`src/rtl/cdb_result_buffer.sv`:
```
// CDB result buffer: per-FU writeback queue in front of the CDB arbiter.
// Holds finished results in a small FIFO, requests a CDB port while non-empty,
// pops the head on grant and back-pressures the FU when full. head_age tells
// the arbiter how long the current head has been waiting.
module cdb_result_buffer #(
    parameter int unsigned DEPTH = 2,   // power of 2, >= 2
    parameter int unsigned AGE_W = 4,   // saturating head-wait counter width
    parameter int unsigned PKT_W = 32   // $bits(writeback_packet_t)
) (
    input  logic                       clk,
    input  logic                       rst_n,
    input  logic                       flush,
    input  logic                       fu_valid,
    input  logic [PKT_W-1:0]           fu_packet,
    output logic                       fu_ready,
    output logic                       cdb_req,
    output logic [PKT_W-1:0]           cdb_packet,
    input  logic                       cdb_gnt,
    output logic [AGE_W-1:0]           head_age,
    output logic [$clog2(DEPTH+1)-1:0] occupancy
);

    localparam int unsigned PTR_W = $clog2(DEPTH);
    localparam int unsigned CNT_W = $clog2(DEPTH + 1);
    localparam logic [AGE_W-1:0] AGE_MAX = '1;

    logic [PKT_W-1:0] mem [DEPTH];
    logic [PTR_W-1:0] wr_ptr_q, wr_ptr_d;
    logic [PTR_W-1:0] rd_ptr_q, rd_ptr_d;
    logic [CNT_W-1:0] count_q, count_d;
    logic [AGE_W-1:0] age_q, age_d;
    logic             push, pop;

    // Outputs come from registered state only: no fu_valid->cdb_req bypass and
    // no cdb_gnt->fu_ready path, so a full buffer refuses a push even on a pop.
    always_comb begin
        fu_ready   = (count_q < CNT_W'(DEPTH));
        cdb_req    = (count_q != '0);
        cdb_packet = cdb_req ? mem[rd_ptr_q] : '0;
        head_age   = age_q;
        occupancy  = count_q;
        push       = fu_valid & fu_ready;
        pop        = cdb_req & cdb_gnt;
    end

    // Next-state for pointers, count and head age; flush overrides everything.
    always_comb begin
        wr_ptr_d = wr_ptr_q;
        rd_ptr_d = rd_ptr_q;
        count_d  = count_q;
        age_d    = age_q;
        if (flush) begin
            wr_ptr_d = '0;
            rd_ptr_d = '0;
            count_d  = '0;
            age_d    = '0;
        end else begin
            if (push) begin
                wr_ptr_d = wr_ptr_q + PTR_W'(1);
            end
            if (pop) begin
                rd_ptr_d = rd_ptr_q + PTR_W'(1);
            end
            if (push && !pop) begin
                count_d = count_q + CNT_W'(1);
            end else if (pop && !push) begin
                count_d = count_q - CNT_W'(1);
            end
            // A new head (after pop) or an empty buffer restarts the age at 0.
            if (pop || !cdb_req) begin
                age_d = '0;
            end else if (age_q != AGE_MAX) begin
                age_d = age_q + AGE_W'(1);
            end
        end
    end

    // Control state register with asynchronous reset.
    always_ff @(posedge clk or negedge rst_n) begin
        if (!rst_n) begin
            wr_ptr_q <= '0;
            rd_ptr_q <= '0;
            count_q  <= '0;
            age_q    <= '0;
        end else begin
            wr_ptr_q <= wr_ptr_d;
            rd_ptr_q <= rd_ptr_d;
            count_q  <= count_d;
            age_q    <= age_d;
        end
    end

    // Storage array, deliberately not reset; a flushed push is never written.
    always_ff @(posedge clk) begin
        if (push && !flush) begin
            mem[wr_ptr_q] <= fu_packet;
        end
    end

    a_count_bound: assert property (@(posedge clk) disable iff (!rst_n)
        count_q <= CNT_W'(DEPTH));
    a_no_push_full: assert property (@(posedge clk) disable iff (!rst_n)
        !(push && count_q == CNT_W'(DEPTH)));
    a_no_pop_empty: assert property (@(posedge clk) disable iff (!rst_n)
        !(pop && count_q == '0));
    a_gnt_needs_req: assert property (@(posedge clk) disable iff (!rst_n)
        !(cdb_gnt && !cdb_req));
    a_idle_packet_zero: assert property (@(posedge clk) disable iff (!rst_n)
        cdb_req || cdb_packet == '0);

endmodule
```
`config.mk`:
```
export PLATFORM = sky130hd
export DESIGN_NAME = cdb_result_buffer
export DESIGN_NICKNAME = d
export VERILOG_FILES = /design/src/rtl/cdb_result_buffer.sv
export SDC_FILE = /design/constraint.sdc
export NUM_CORES = 1
export LEC_CHECK = 0
export ABC_CLOCK_PERIOD_IN_PS = 4350
export CAP_MARGIN = 15
export CORE_ASPECT_RATIO = 1.75
export CORE_MARGIN = 5
export CORE_UTILIZATION = 30
export CTS_CLUSTER_SIZE = 12
export DETAILED_ROUTE_END_ITERATION = 6
export MAX_ROUTING_LAYER = met4
export PLACE_DENSITY_LB_ADDON = 0.12
export SYNTH_ARGS = -nofsm -noshare
export SYNTH_HDL_FRONTEND = slang
export SYNTH_SLANG_ARGS = --single-unit
```
`constraint.sdc`:
```
create_clock -name clk -period 4.35 [get_ports clk]
set_input_delay 0.87 -clock clk [delete_from_list [all_inputs] [get_ports clk]]
set_output_delay 0.87 -clock clk [all_outputs]
set_load 0.01 [all_outputs]
```
==> impl_metrics.py <==
metrics = {
    "worst_hold_path": {
        "hp-class": "flip-flop to flip-flop",
    },
    "grt": {
        "grt_pass1_vias": 1827,
        "grt_pass1_wl_mm": 9.37,
        "antenna_found_initial": 0,
        "grt_max_degree": 35,
        "grt-ovfl-total": 0,
        "gr-usage-all-layers": 0.111,
    },
    "power": {
        "p_sw_mw": 0.347,
        "p_int_mw": 1.29,
        "pwr-share-seq": 0.495,
        "p_clk_frac": 0.387,
        "power.leakage_nw": 1.35,
        "power.density_nw_per_um2": 411,
        "sw_frac_of_total": 0.212,
        "peakVddDrop_v": 0.000249,
        "combPwrFrac": 0.119,
    },
    "critical_path": {
        "rr_endpoint": "mem[1][8]",
        "required_ns": 3.48,
        "start_kind": "flip-flop",
        "crit_type": "flip-flop to primary output",
        "path_cells": "mux2i_1 > nor2_1 > clkdlybuf4s50_1",
        "cp_max_fo": 33,
        "cp.arrival_ns": 2.26,
        "max_stage_delay_ns": 1.03,
        "worstRegToRegCells": 3,
        "endpoint_kind": "primary output",
        "path_depth": 3,
        "r2r_slack_ns": 2.59,
        "path_delay_family": "flip-flops",
        "cp-startpoint": "rd_ptr_q",
        "regToRegStartpoint": "occupancy[1]",
        "path_buf_inv": 1,
        "cp-endpoint": "cdb_packet[3]",
        "crit_slowest_cell": "dfrtp_2",
    },
    "synth": {
        "yosys_register_bits": 72,
        "synth_area_leaders": "edfxtp_1 68%, mux2i_1 12%, dfrtp_1 7.1%",
        "synth_async_sr_flop_share": 0.111,
        "ys_top_cells_by_count": "64 x edfxtp_1, 38 x nor2_1, 34 x mux2i_1",
        "yosys.cell_count.top_type": "edfxtp_1",
        "netlist-cell-type-count": 24,
        "ys_dominant_reg_cell": "edfxtp_1",
        "synthCells": 178,
        "synth_top_area_share": 0.681,
        "syn_area_sq_um": 2820,
        "syn-num-nets": 216,
        "ys_warn_count": 0,
        "ys_seq_area_frac": 0.751,
        "synth_edf_count": 64,
        "synth.largest_area_cell": "edfxtp_1",
        "avgSynthCellArea_sq_um": 15.9,
    },
    "route": {
        "routed_wl_mm": 5.88,
        "drcViolationCount": 0,
        "wl_per_cell_microns": 15.2,
        "drtAntennaViolNets": 0,
        "drt-initial-drc-count": 100,
        "firstDrtPassIters": 3,
        "vias_per_cell": 4.34,
        "vias": 1679,
    },
    "timing": {
        "finalSetupViolations": 0,
        "fin_crit_ns": 3.13,
        "final_max_slew_viol_count": 0,
        "maxSlewHeadroom": 0.323,
        "fin_crit_sh": 0.720,
        "finClkSkew_ns": 0.00427,
        "setup_slack_ns": 1.22,
        "setup_tns_ns": 0,
        "worst_pin_slew_ns": 1.02,
        "hold_viol": 0,
        "grt_setup_unrepaired": "no",
        "timing.fmax_mhz": 319,
    },
    "floorplanning": {
        "dieWidth_microns": 83.3,
        "ios": 77,
        "initial_utilization": 0.302,
        "die_area_sq_um": 11500,
        "core-area_sq_um": 9350,
        "num_rows": 47,
        "die_y_microns": 138,
    },
    "placement": {
        "dp_slack_ns": 1.48,
        "hpwlAfterDp_mm": 3.83,
        "place_congestion": 0.719,
        "placed_area_sq_um": 3730,
        "io_buffers": 76,
    },
    "layout": {
        "n_fill_cell": 853,
        "areaGrowthSynthToFinish_pct": 41.3,
        "antenna_cells": 0,
        "final_nets": 299,
        "drive_above_1_share": 0.0792,
        "finish.instance_area_sq_um": 3990,
    },
    "clock_tree": {
        "cts_resized": 0,
        "h-tree-depth": 3,
        "cts-buffers-inserted": 9,
        "cts_buffer_depth": 2,
        "cts_tree": "yes",
        "ctsHoldBuffers": 0,
        "cts_setup_buffers": 0,
        "insertion_delay_ns": 0.32,
        "cts_root_buffer": "clkbuf_16",
        "cts.sinks": 72,
        "path_clk_slew_ns": 0.05,
    },
    "run_status": {
        "status": "finished clean",
    },
    "job": {
        "drv_cap": 0,
    },
}
-- metrics by stage --
step | util | hold WS, ns | power, mW | cells
after floorplan | - | 0.519 | 0.905 | 178
after global placement | 0.399 | 0.558 | 1.02 | 372
after detailed placement | 0.399 | 0.577 | 1.02 | 372
after CTS | 0.427 | 0.593 | 1.67 | 387
after global routing | 0.427 | 0.626 | 1.71 | 387
final | 0.427 | 0.586 | 1.64 | 387
-- layout by cell type, fill, tap and decap left out, types with 3 or more instances in the layout --
cell,count
clkbuf_16,9
clkbuf_1,3
dfrtp_1,7
clkdlybuf4s50_1,76
nor2_1,38
buf_4,3
nor3_2,3
edfxtp_1,64
mux2i_1,34
-- sequential cells by signal (all words and copies together), names as in the netlist --
register	flops
rd_ptr_q	1
wr_ptr_q	1
occupancy	2
head_age	4
mem	64
-- how the worst min path moves through the flow --
| stage | depth (start not counted) | from | endpoint |
|---|---|---|---|
| global route | 2 | wr_ptr_q | wr_ptr_q |
| detailed placement | 2 | wr_ptr_q | wr_ptr_q |
| global placement | 2 | wr_ptr_q | wr_ptr_q |
| floorplan | 2 | wr_ptr_q | wr_ptr_q |
| finish | 2 | wr_ptr_q | wr_ptr_q |
| CTS | 2 | wr_ptr_q | wr_ptr_q |
-- power by group through the flow --
| stage | Combinational, mW | Sequential [mW] | Clock, mW |
|---|---|---|---|
| global route | 0.211 | 0.813 | 0.690 |
| finish | 0.194 | 0.811 | 0.634 |
| global placement | 0.200 | 0.824 | 0 |
| floorplan | 0.0948 | 0.810 | 0 |
| CTS | 0.201 | 0.811 | 0.659 |
| detailed placement | 0.199 | 0.825 | 0 |
-- worst reg2reg max path, delay by kind of cell (launching register included) --
family | cells | cell delay (ns)
and+or+nand+nor | 2 | 0.51
DFF | 1 | 0.45
buffers and inverters | 1 | 0.42
-- area by class of cell --
class | instances | area, sq um | share of cell area
multi-input cells | 97 | 666 | 0.167
inverters | 2 | 7.51 | 0.00188
flip-flops and latches | 72 | 2120 | 0.532
clock buffers | 13 | 250 | 0.0627
well taps | 122 | 153 | 0.0382
clock inverters | 2 | 8.76 | 0.00219
repair buffers | 79 | 783 | 0.196
-- routing by layer --
metal | GRT usage | routed length, microns
met1 | 0.116 | 2410
met2 | 0.186 | 3050
met5 | - | 0
met4 | 0.0568 | 95
met3 | 0.0327 | 317
-- cell families after synthesis --
family,after synthesis,share of synthesized area
mux,34,0.121
simple gates,53,0.0860
fa+ha+maj,1,0.00443
xor+xnor,3,0.00931
buf+inv,9,0.0164
compound gates,6,0.0120
flops,72,0.751
No activity file was read; power rests on OpenSTA's default activity.
